$ cat src/rtl/rv32_pkg.sv
// Shared RV32 decode definitions: opcodes, instruction-class bit positions and the decoded bundle.
// The optional DECODE_MEXT_EN macro adds an M-extension flag to the bundle.
package rv32_pkg;

  localparam int XLEN       = 32;
  localparam int REG_ADDR_W = 5;

  localparam logic [6:0] OP     = 7'b0110011;
  localparam logic [6:0] OP_IMM = 7'b0010011;
  localparam logic [6:0] LOAD   = 7'b0000011;
  localparam logic [6:0] STORE  = 7'b0100011;
  localparam logic [6:0] BRANCH = 7'b1100011;
  localparam logic [6:0] JAL    = 7'b1101111;
  localparam logic [6:0] JALR   = 7'b1100111;
  localparam logic [6:0] LUI    = 7'b0110111;
  localparam logic [6:0] AUIPC  = 7'b0010111;

  localparam logic [6:0] FUNCT7_MEXT = 7'b0000001;

  // Bit positions inside the 7-bit types vector {R, I, L, S, J, B, U}
  localparam int T_R = 6;
  localparam int T_I = 5;
  localparam int T_L = 4;
  localparam int T_S = 3;
  localparam int T_J = 2;
  localparam int T_B = 1;
  localparam int T_U = 0;

  typedef enum logic [1:0] {
    EMPTY = 2'd0,
    ONE   = 2'd1,
    FULL  = 2'd2
  } buf_state_e;

  typedef struct packed {
    logic [XLEN-1:0]       pc;
    logic [REG_ADDR_W-1:0] rs1;
    logic [REG_ADDR_W-1:0] rs2;
    logic [REG_ADDR_W-1:0] rd;
    logic [6:0]            opcode;
    logic [2:0]            funct3;
    logic [6:0]            funct7;
    logic [6:0]            types;
    logic [XLEN-1:0]       imm;
`ifdef DECODE_MEXT_EN
    logic                  mext;
`endif
  } decoded_t;

endpackage

$ cat src/rtl/decode_stage_imm_gen.sv
// Combinational RV32 immediate generator: picks the immediate format from the opcode
// and sign-extends it to XLEN; R-type and unknown opcodes yield zero.
module imm_gen
  import rv32_pkg::*;
(
  input  logic [XLEN-1:0] instr,
  output logic [XLEN-1:0] imm
);

  // NOTE: every output of a combinational block gets a default first so no latch is inferred.
  always_comb begin
    imm = '0;
    case (instr[6:0])
      OP_IMM, LOAD, JALR: imm = {{(XLEN-12){instr[31]}}, instr[31:20]};
      STORE:              imm = {{(XLEN-12){instr[31]}}, instr[31:25], instr[11:7]};
      BRANCH:             imm = {{(XLEN-13){instr[31]}}, instr[31], instr[7],
                                 instr[30:25], instr[11:8], 1'b0};
      JAL:                imm = {{(XLEN-21){instr[31]}}, instr[31], instr[19:12],
                                 instr[20], instr[30:21], 1'b0};
      LUI, AUIPC:         imm = {instr[31:12], 12'b0};
      default:            imm = '0;
    endcase
  end

endmodule

$ cat src/rtl/decode_stage.sv
// Registered, handshaked RV32 decode stage with a two-entry (main + skid) buffer and flush.
// Define DECODE_MEXT_EN to add the is_mext output flagging M-extension instructions.
module decode_stage
  import rv32_pkg::*;
#(
  parameter int XLEN              = 32,
  parameter int REG_FILE_DEPTH    = 32,
  parameter int REG_FILE_ADDR_LEN = $clog2(REG_FILE_DEPTH)
) (
  input  logic                         clk,
  input  logic                         rst_n,
  input  logic                         flush,
  input  logic                         in_valid,
  output logic                         in_ready,
  input  logic [XLEN-1:0]              in_instr,
  input  logic [XLEN-1:0]              in_pc,
  output logic                         out_valid,
  input  logic                         out_ready,
  output logic [XLEN-1:0]              out_pc,
  output logic [REG_FILE_ADDR_LEN-1:0] rs1,
  output logic [REG_FILE_ADDR_LEN-1:0] rs2,
  output logic [REG_FILE_ADDR_LEN-1:0] rd,
  output logic [6:0]                   opcode,
  output logic [2:0]                   funct3,
  output logic [6:0]                   funct7,
  output logic [6:0]                   types,
  output logic [XLEN-1:0]              imm
`ifdef DECODE_MEXT_EN
  ,
  output logic                         is_mext
`endif
);

  buf_state_e      state, state_next;
  decoded_t        dec, main_q, skid_q;
  logic [XLEN-1:0] dec_imm;
  logic            acc, pop;
  logic            load_main, load_skid, move_skid;

  imm_gen u_imm_gen (
    .instr (in_instr),
    .imm   (dec_imm)
  );

  always_comb begin
    dec        = '0;
    dec.pc     = in_pc;
    dec.rs1    = in_instr[19:15];
    dec.rs2    = in_instr[24:20];
    dec.rd     = in_instr[11:7];
    dec.opcode = in_instr[6:0];
    dec.funct3 = in_instr[14:12];
    dec.funct7 = in_instr[31:25];
    dec.imm    = dec_imm;
    case (in_instr[6:0])
      OP:         dec.types[T_R] = 1'b1;
      OP_IMM:     dec.types[T_I] = 1'b1;
      LOAD:       dec.types[T_L] = 1'b1;
      STORE:      dec.types[T_S] = 1'b1;
      JAL:        dec.types[T_J] = 1'b1;
      BRANCH:     dec.types[T_B] = 1'b1;
      LUI, AUIPC: dec.types[T_U] = 1'b1;
      JALR: begin
        // JALR is both an I-format instruction and a jump
        dec.types[T_I] = 1'b1;
        dec.types[T_J] = 1'b1;
      end
      default: dec.types = '0;
    endcase
`ifdef DECODE_MEXT_EN
    dec.mext = (in_instr[6:0] == OP) && (in_instr[31:25] == FUNCT7_MEXT);
`endif
  end

  // in_ready depends only on the state flop, never on out_ready, so it is a clean registered signal
  assign in_ready  = (state != FULL);
  assign out_valid = (state != EMPTY);
  assign acc       = in_valid & in_ready;
  assign pop       = out_valid & out_ready;

  always_comb begin
    state_next = state;
    load_main  = 1'b0;
    load_skid  = 1'b0;
    move_skid  = 1'b0;
    if (flush) begin
      state_next = EMPTY;
    end else begin
      case (state)
        EMPTY: if (acc) begin
          state_next = ONE;
          load_main  = 1'b1;
        end
        ONE: begin
          if (acc && !pop) begin
            state_next = FULL;
            load_skid  = 1'b1;
          end else if (acc && pop) begin
            load_main  = 1'b1;
          end else if (pop) begin
            state_next = EMPTY;
          end
        end
        FULL: if (pop) begin
          state_next = ONE;
          move_skid  = 1'b1;
        end
        default: state_next = EMPTY;
      endcase
    end
  end

  // NOTE: sequential state uses non-blocking assignments so every flop samples pre-edge values.
  always_ff @(posedge clk or negedge rst_n) begin
    if (!rst_n) state <= EMPTY;
    else        state <= state_next;
  end

  // NOTE: the bundle registers are reset too, so every output reads zero out of reset.
  always_ff @(posedge clk or negedge rst_n) begin
    if (!rst_n) begin
      main_q <= '0;
      skid_q <= '0;
    end else begin
      if (load_main)      main_q <= dec;
      else if (move_skid) main_q <= skid_q;
      if (load_skid)      skid_q <= dec;
    end
  end

  assign out_pc = main_q.pc;
  assign rs1    = main_q.rs1;
  assign rs2    = main_q.rs2;
  assign rd     = main_q.rd;
  assign opcode = main_q.opcode;
  assign funct3 = main_q.funct3;
  assign funct7 = main_q.funct7;
  assign types  = main_q.types;
  assign imm    = main_q.imm;
`ifdef DECODE_MEXT_EN
  assign is_mext = main_q.mext;
`endif

endmodule

$ cat config.mk
export PLATFORM = sky130hd
export DESIGN_NAME = decode_stage
export DESIGN_NICKNAME = d
export VERILOG_FILES = /design/src/rtl/rv32_pkg.sv /design/src/rtl/decode_stage_imm_gen.sv /design/src/rtl/decode_stage.sv
export SDC_FILE = /design/constraint.sdc
export NUM_CORES = 1
export LEC_CHECK = 0
export BUFFER_PORTS_ARGS = -buffer_cell sky130_fd_sc_hd__buf_2
export CAP_MARGIN = 20
export CORE_ASPECT_RATIO = 1.5
export CORE_MARGIN = 1
export CORE_UTILIZATION = 25
export CTS_BUF_LIST = sky130_fd_sc_hd__clkbuf_16
export DETAILED_ROUTE_END_ITERATION = 16
export GPL_TIMING_DRIVEN = 0
export SETUP_SLACK_MARGIN = 0.02
export SKIP_LAST_GASP = 1
export SLEW_MARGIN = 20
export SYNTH_ARGS = -nofsm -noshare
export SYNTH_HDL_FRONTEND = slang
export SYNTH_HIERARCHICAL = 1
export SYNTH_SLANG_ARGS = --single-unit
$ cat constraint.sdc
create_clock -name clk -period 3 [get_ports clk]
set_input_delay 0.3 -clock clk [delete_from_list [all_inputs] [get_ports clk]]
set_output_delay 0.3 -clock clk [all_outputs]
set_load 0.01 [all_outputs]
==> reports/metrics.yaml, run 1 <==
status: "finished, final reports clean"
cp-end-kind: "flip-flop"
place_hpwl_um: 18800
critPathMaxFanout: 10
yosys-top-cells-area: "dfrtp_1, mux2_2, a22oi_1"
synthCells: 774
coreArea_mm2: 0.0353
htreeDepth: 1
async_flop_share: 1.00
wl_met1_um: 10800
first_iter_violations: 305
cts-hold-fix-buffers: 3
cp-start-kind: "flip-flop"
ys_top_cells_by_count: "dfrtp_1, o21ai_0, inv_1"
finalHoldViolations: 0
total_power_w: 0.00715
synth_edf_count: 0
ant_nets: 0
first_global_vias: 6914
place.gp.congestion: 0.766
dr_wl_met2_um: 13400
fin_nets: 1045
dr_wl_met3_um: 1370
cts-root-buf: "clkbuf_16"
drt_first_pass_iters: 4
diodes: 0
crit_arrival_ps: 2710
cts_tree: "built"
synth_top_family_by_area: "compound AO/OA/AOI/OAI gates"
wl_per_cell_um: 18.0
yosys.area_share.simple: 0.0525
cts.clk_slew.worst_paths_ps: 60
slew_headroom: 0.538
dp.cells: 1421
wirelength_um: 26400
numCtsBuffers: 23
crit_required_ps: 3430
hold_path_class: "primary input to flip-flop"
yosysWarningCount: 6
final_max_slew_viol_count: 0
die_w_um: 157
synth_mux_area_frac: 0.124
synth_fp_nets: 843
cts.sinks: 208
antenna_found_initial: 1
grt_first_pass_wirelength_um: 40200
fmax_mhz: 438
post_dp_cell_area_mm2: 0.0105
whs_path_depth: 3
ys_seq_area_frac: 0.578
finalCritPeriodShare: 0.760
highest-signal-layer: "met5"
synth_seq_cells: 208
avgSynthCellArea_um2: 11.6
power_density_mw_per_mm2: 635
rows: 84
io_pins: 174
cap_violations: 0
worst_pin_slew_ps: 690
synth_top_area_frac: 0.578
rsz0062_at_grt: "false"
criticalPathCategory: "flip-flop to flip-flop"
synth_compound_area_frac: 0.175
grt_max_degree: 96
die_area_mm2: 0.0368
finClkSkew_ps: 12.6
stdcell_count: 1463
setup_viol: 0
synth_most_common_cell: "dfrtp_1"
port_buffers: 172
period_needed_ps: 2280
peakVddDrop_uv: 396
synthesis.area_mm2: 0.00901
synth_area_leader_cell: "dfrtp_1"
clock_path_buffers: 3
grt_remaining_overflow: 0
synth_top_flop_cell: "dfrtp_1"
worstSkewPairLatency_ps: 510
area_growth_pct: 24.8
synth.distinct_cells: 54
worst-r2r-cell-count: 7
synth-xor-area-share: 0.000972
final_area_mm2: 0.0112
post-cts-setup-buffer-count: 0
fin_setup_tns_ps: 0
cts_resized: 0
via_per_inst: 4.55
synthAdderAreaFrac: 0
die_y_um: 235
drc: 0
vias: 6650
grt_usage: 0.144
start_util: 0.255
layout-drive-gt1-share: 0.363
p_leak_nw: 5.38
report_power, final:
part / switching (W) / internal (W) / total (W)
sequential: 0.000221 / 0.00324 / 0.00346
combinational: 0.000531 / 0.000475 / 0.00101
clock: 0.00113 / 0.00155 / 0.00268
total: 0.00188 / 0.00526 / 0.00715
registers in the layout, summed over array words and instances, names as in the netlist:
name / cells
funct7: 7
out_pc: 32
rd: 5
rs1: 5
rs2: 5
types: 7
skid_q: 103
imm: 32
funct3: 3
state: 2
opcode: 7
path summary, 6_finish.rpt:
| path | startpoint | to | slack, ps |
|---|---|---|---|
| max | state[1]$_DFFE_PN0P_ | out_pc[28]$_DFFE_PN0P_ | 720 |
| min | in_pc[19] | out_pc[19]$_DFFE_PN0P_ | 20 |
| max reg2reg | state[1]$_DFFE_PN0P_ | out_pc[28]$_DFFE_PN0P_ | 720 |
| min reg2reg | skid_q[38]$_DFFE_PN0P_ | skid_q[38]$_DFFE_PN0P_ | 490 |
| max in group asynchronous | rst_n | skid_q[99]$_DFFE_PN0P_ | 2000 |
| min in group asynchronous | rst_n | skid_q[58]$_DFFE_PN0P_ | 220 |
layer usage:
metal | up-vias | track usage
li1 | 3128 | -
met1 | 3316 | 0.172
met2 | 159 | 0.255
met3 | 45 | 0.0282
met4 | 2 | 0.0540
met5 | - | 0
per-stage QoR:
step	utilization	hold slack [ps]	worst slack, ps
detailed placement	0.298	169	616
global route	0.319	14.6	483
CTS	0.319	0.551	589
finish	0.319	23.9	719
global placement	0.296	462	-2080
floorplan	-	4.41	1400
final cells by class:
cell class,instances,area [µm²]
buffer,52,265
clock buffer,23,576
clock inverter,16,114
fill,3692,24100
inverter,99,372
multi-input combinational,415,3170
sequential,208,5200
tap,473,592
timing repair buffer,177,956
logic make-up (layout without fill, tap and decap cells):
logic type             count (synthesis)  after routing
XOR/XNOR                               1              1
AND/OR/NAND/NOR                       74             74
AO/OA/AOI/OAI                        241            241
flip-flops                           208            208
multiplexers                          99             99
buffers and inverters                151            367
placed cells by master (no fill, tap or decap), drive strengths merged, types with 2 or more instances in the layout:
| cell type | Yosys | final |
|---|---|---|
| nand2 | 11 | 11 |
| nor2b | 6 | 6 |
| a22oi | 97 | 97 |
| dlygate4sd3 | 0 | 3 |
| inv | 99 | 104 |
| and3 | 2 | 2 |
| a21oi | 2 | 2 |
| nand3 | 15 | 15 |
| and2b | 4 | 4 |
| mux2 | 98 | 98 |
| nor3 | 3 | 3 |
| or3 | 3 | 3 |
| buf | 38 | 212 |
| clkinv | 0 | 9 |
| a221o | 6 | 6 |
| and3b | 4 | 4 |
| o21a | 2 | 2 |
| nand4b | 2 | 2 |
| a2bb2oi | 2 | 2 |
| a22o | 4 | 4 |
| o21ai | 114 | 114 |
| bufinv | 0 | 2 |
| nand2b | 5 | 5 |
| and4bb | 2 | 2 |
| dfrtp | 208 | 208 |
| a21o | 8 | 8 |
| nor3b | 4 | 4 |
| clkbuf | 14 | 37 |
| nor2 | 7 | 7 |
critical path: stages (launching register included):
cell and delay [ps]:
dfrtp_1 410, nor2b_2 220, inv_2 60, nor3b_2 470, buf_2 410, buf_2 340
a22oi_1 160, o21ai_0 120
(Power assumes the default switching activity.)
==> run 2: changes to the inputs <==
==> constraint.sdc (replaced) <==
create_clock -name clk -period 2.29 [get_ports clk]
set_input_delay 0.229 -clock clk [delete_from_list [all_inputs] [get_ports clk]]
set_output_delay 0.229 -clock clk [all_outputs]
set_load 0.01 [all_outputs]
==> reports/metrics.yaml, run 2 (synthesis gave the netlist of run 1 again) <==
worstSkewPairLatency_ps: 510  # about the same
finalCritPeriodShare: 0.921  # +0.161
finalHoldViolations: 0  # unchanged
grt_usage: 0.146  # +0.00230
final_max_slew_viol_count: 0  # unchanged
start_util: 0.255  # unchanged
place.gp.congestion: 0.766  # unchanged
port_buffers: 172  # unchanged
crit_arrival_ps: 2540  # -170 ps
p_int_w: 0.00695  # +32%
timing.hold.ws_ps: 24.5  # +0.596 ps
cts.clk_slew.worst_paths_ps: 60  # about the same
peakVddDrop_uv: 521  # +31%
clock_path_buffers: 3  # unchanged
largest_register: "skid_q"
worst_pin_slew_ps: 642  # -48.0 ps
final_common_cell: "dfrtp_1"
via_per_inst: 4.52  # -0.59%
area_growth_pct: 30.4
seqPwrFrac: 0.481  # -0.003
p_leak_nw: 5.60  # +4.0%
worst-r2r-cell-count: 7  # unchanged
p_sw_w: 0.00248  # +32%
drc: 0  # unchanged
largest_register_ffs: 103  # unchanged
fin_ws_ps: 181  # -538 ps
crit_end: "out_pc[28]$_DFFE_PN0P_"
finClkSkew_ps: 12.8  # +0.151 ps
combPwrFrac: 0.148  # +0.007
power_density_mw_per_mm2: 802  # +26%
die_area_mm2: 0.0368  # unchanged
slew_headroom: 0.572  # +0.0335
cp-end-kind: "flip-flop"
r2r-end: "out_pc[28]$_DFFE_PN0P_"
rows: 84  # unchanged
cts-root-buf: "clkbuf_16"
crit_required_ps: 2720  # -710 ps
wl_per_cell_um: 17.7  # -1.8%
power_frac_clock: 0.371  # -0.004
critPathMaxFanout: 10  # unchanged
first_iter_violations: 343  # +12%
wirelength_um: 26700  # +1.5%
numCtsBuffers: 23  # unchanged
max_stage_delay_ps: 420  # -50 ps
setup_viol: 0  # unchanged
final_cell_mix: "dfrtp_1, buf_2, o21ai_0"
layout-drive-gt1-share: 0.348  # -0.0148
die_y_um: 235  # unchanged
drt_first_pass_iters: 4  # unchanged
period_needed_ps: 2110  # -172 ps
htreeDepth: 1  # unchanged
place_hpwl_um: 18800  # unchanged
die_w_um: 157  # unchanged
antenna_found_initial: 1  # unchanged
fin_nets: 1093  # +4.6%
cp_slowest_cell: "dfrtp_1"
criticalPathCategory: "flip-flop to flip-flop"
cap_violations: 0  # unchanged
io_pins: 174  # unchanged
swShare: 0.263  # -0.000756
cts.sinks: 208  # unchanged
status: "finished, final reports clean"
vias: 6832  # +2.7%
first_global_vias: 7137  # +3.2%
fmax_mhz: 474  # +8.2%
rsz0062_at_grt: "false"
coreArea_mm2: 0.0353  # unchanged
cts_tree: "built"
grt_first_pass_wirelength_um: 40900  # +1.8%
grt_max_degree: 96  # unchanged
cp-start-kind: "flip-flop"
ant_nets: 0  # unchanged
hold_start: "in_instr[24]"
dp_slack_ps: -94.1  # -710 ps
regToRegStartpoint: "state[1]$_DFFE_PN0P_"
critPathLaunch: "state[1]$_DFFE_PN0P_"
grt_remaining_overflow: 0  # unchanged
reg2reg_slack_ps: 180  # -540 ps
hold_path_class: "primary input to flip-flop"
cp_cell_sequence: "nor2b_2, inv_2, nor3b_4, buf_4, buf_2, a22oi_1, o21ai_0"
total_power_w: 0.00943  # +32%
-- run 2: final cells by class --
type / instances / area, µm²
Clock buffer: 23 / 576
Sequential cell: 208 / 5200
Multi-Input combinational cell: 415 / 3180
Clock inverter: 16 / 114
Timing Repair Buffer: 225 / 1440
Antenna cell: 1 / 2.50
Fill cell: 3650 / 23600
Buffer: 52 / 268
Inverter: 99 / 372
Tap cell: 473 / 592
-- run 2: stage by stage --
stage	area [µm²]	utilization	instances	setup TNS [ps]
floorplan	9010	-	774	0
global placement	10500	0.296	1419	-560210
detailed placement	10500	0.298	1421	-2010
CTS	11700	0.333	1511	0
global route	11800	0.333	1512	0
finish	11800	0.333	1512	0
-- run 2: what timing repair did --
| item | CTS | global route |
|---|---|---|
| buffers inserted | 2 | 0 |
| endpoints found under the setup margin | 84 | 34 |
| resized for setup | 2 | 1 |
| hold buffers | 49 | 0 |
| pin swaps | 1 | 0 |
| endpoints found under the hold margin | 294 | 0 |
-- run 2: worst max-delay path: cells and delay by family (launching register included) --
kind / cells / cell delay [ps]
buffers and inverters: 3 / 680
AND/OR/NAND/NOR: 2 / 630
AO/OA/AOI/OAI: 2 / 280
flip-flops: 1 / 420
-- run 2: per-layer routing --
metal,global-route usage,vias to the layer above,part of all wire
met5,0,-,0
met4,0.0537,0,0.029
met3,0.0260,44,0.050
met2,0.262,177,0.51
met1,0.174,3383,0.41
li1,-,3228,-
-- run 2: worst min path at each step --
| stage | to | cells past startpoint |
|---|---|---|
| 2_1_floorplan | funct3[0]$_DFFE_PN0P_ | 0 |
| 3_3_place_gp | state[1]$_DFFE_PN0P_ | 2 |
| 3_5_place_dp | skid_q[58]$_DFFE_PN0P_ | 1 |
| 4_1_cts | skid_q[70]$_DFFE_PN0P_ | 2 |
| 5_1_grt | skid_q[70]$_DFFE_PN0P_ | 2 |
| 6_report | rs2[4]$_DFFE_PN0P_ | 3 |
-- run 2: power groups by stage --
stage | combinational [W] | sequential [W] | clock, W
4_1_cts | 0.00142 | 0.00453 | 0.00362
3_5_place_dp | 0.00135 | 0.00459 | 0
6_report | 0.00139 | 0.00454 | 0.00350
5_1_grt | 0.00156 | 0.00460 | 0.00376
2_1_floorplan | 0.000638 | 0.00464 | 0
3_3_place_gp | 0.00130 | 0.00457 | 0
==> run 3: changes to the inputs <==
--- a/config.mk
+++ b/config.mk
@@ -7,7 +7,7 @@
 export LEC_CHECK = 0
 export BUFFER_PORTS_ARGS = -buffer_cell sky130_fd_sc_hd__buf_2
 export CAP_MARGIN = 20
-export CORE_ASPECT_RATIO = 1.5
+export CORE_ASPECT_RATIO = 0.7
 export CORE_MARGIN = 1
 export CORE_UTILIZATION = 25
 export CTS_BUF_LIST = sky130_fd_sc_hd__clkbuf_16
==> reports/metrics.yaml, run 3 (synthesis gave the netlist of run 1 again) <==
status: "finished, final reports clean"
drt_first_pass_iters: 5  # +1
cp_cell_sequence: "and2b_4, or3_1, nand2b_4, buf_6, buf_4, o21ai_0"
cp_slowest_cell: "or3_1"
met2_usage: 0.219  # -0.0432
largest_register_ffs: 103  # unchanged
antenna_found_initial: 0  # -1
first_global_vias: 7103  # -0.48%
timing.hold.ws_ps: 12.4  # -12.1 ps
total_power_w: 0.00971  # +3.0%
wl_per_cell_um: 17.6  # -0.75%
critical_path_depth: 6  # -1
stdcell_count: 1518  # +0.40%
finalHoldViolations: 0  # unchanged
via_per_inst: 4.53  # +0.26%
fmax_mhz: 488  # +2.9%
fin_nets: 1098  # +0.46%
cts.sinks: 208  # unchanged
cp-end-kind: "flip-flop"
die_area_mm2: 0.0368  # about the same
critPathLaunch: "state[0]$_DFFE_PN0P_"
power_density_mw_per_mm2: 819  # +2.0%
final_cell_mix: "dfrtp_1, buf_2, o21ai_0"
critPathMaxFanout: 10  # unchanged
start_util: 0.257  # +0.00164
finalCritPeriodShare: 0.895  # -0.0262
gr-usage-met1: 0.213  # +0.0390
coreArea_mm2: 0.0351  # -0.64%
dp.cells: 1420  # -0.070%
cp-start-kind: "flip-flop"
numCtsBuffers: 24  # +4.3%
criticalPathCategory: "flip-flop to flip-flop"
cpLargestDelayFamily: "simple AND/OR/NAND/NOR gates"
ant_nets: 0  # unchanged
p_leak_nw: 5.64  # +0.83%
diodes: 0  # -1
area_growth_pct: 31.6
cts_tree: "built"
setup_viol: 0  # unchanged
regToRegStartpoint: "state[0]$_DFFE_PN0P_"
post_dp_cell_area_mm2: 0.0105  # about the same
rsz0062_at_grt: "false"
slew_headroom: 0.598  # +0.0258
rows: 57  # -32%
worst-r2r-cell-count: 6  # -1
cts-root-buf: "clkbuf_16"
crit_required_ps: 2670  # -50 ps
worstSkewPairLatency_ps: 530  # +20 ps
peakVddDrop_uv: 452  # -13%
path_buf_inv: 2  # -1
final_common_cell: "dfrtp_1"
finClkSkew_ps: 11.8  # -0.963 ps
gr-usage-met3: 0.0341  # +0.00813
max_stage_delay_ps: 480  # +60 ps
grt_usage: 0.146  # -0.000252
die_w_um: 229  # +46%
place_hpwl_um: 18700  # -0.29%
final_area_mm2: 0.0119  # +0.93%
final_max_slew_viol_count: 0  # unchanged
place.gp.congestion: 0.798  # +4.2%
grt_remaining_overflow: 0  # unchanged
vias: 6877  # +0.66%
grt_first_pass_wirelength_um: 41800  # +2.3%
grt_max_degree: 79  # -18%
cts.clk_slew.worst_paths_ps: 60  # about the same
r2r-end: "funct3[1]$_DFFE_PN0P_"
die_y_um: 161  # -31%
crit_arrival_ps: 2430  # -110 ps
period_needed_ps: 2050  # -60.1 ps
wirelength_um: 26600  # -0.36%
clock_path_buffers: 3  # unchanged
cap_violations: 0  # unchanged
largest_register: "skid_q"
io_pins: 174  # unchanged
port_buffers: 172  # unchanged
reg2reg_slack_ps: 240  # +60 ps
fin_setup_tns_ps: 0  # unchanged
worst_pin_slew_ps: 604  # -38.7 ps
top_usage_layer: "met2"
drc: 0  # unchanged
layout-drive-gt1-share: 0.355  # +0.00690
crit_end: "funct3[1]$_DFFE_PN0P_"
hold_path_class: "primary input to flip-flop"
htreeDepth: 1  # unchanged
first_iter_violations: 432  # +26%
## run 3: report_power, final
part	switching (W)	internal, W	total, W
Combinational	0.000721	0.000682	0.00140
Sequential	0.000289	0.00425	0.00453
Clock	0.00158	0.00220	0.00377
## run 3: how the worst min path moves through the flow
stage                             from                      to  cells after the start
after floorplan                  rst_n   funct3[0]$_DFFE_PN0P_                      0
after global placement       out_ready    state[1]$_DFFE_PN0P_                      2
after detailed placement         rst_n   opcode[4]$_DFFE_PN0P_                      1
after CTS                 in_instr[18]  skid_q[69]$_DFFE_PN0P_                      2
after global routing      in_instr[18]  skid_q[69]$_DFFE_PN0P_                      2
final                     in_instr[18]  skid_q[69]$_DFFE_PN0P_                      2
## run 3: through the flow
step	util	worst slack [ps]
final	0.338	241
after global routing	0.338	136
after CTS	0.337	72.9
after detailed placement	0.300	-126
after global placement	0.298	-2710
after floorplan	-	691
## run 3: what timing repair did
item | in CTS | in global routing
setup buffers | 0 | 4
hold buffers | 51 | 0
gates resized for setup | 3 | 0
hold endpoints to repair | 154 | 0
pin swaps | 0 | 2
setup endpoints to repair | 75 | 10
gates cloned | 0 | 0
## run 3: cell type report
cell class	count	area, µm²
Inverter	99	372
Timing Repair Buffer	229	1480
Multi-Input combinational cell	415	3180
Clock inverter	18	141
Tap cell	472	591
Sequential cell	208	5200
Clock buffer	25	626
Fill cell	3530	23200
Buffer	52	268
## run 3: per-layer routing
| layer | vias to the layer above | share of wire |
|---|---|---|
| met4 | 0 | 0.022 |
| li1 | 3257 | - |
| met3 | 33 | 0.049 |
| met5 | - | 0 |
| met1 | 3433 | 0.49 |
| met2 | 154 | 0.44 |
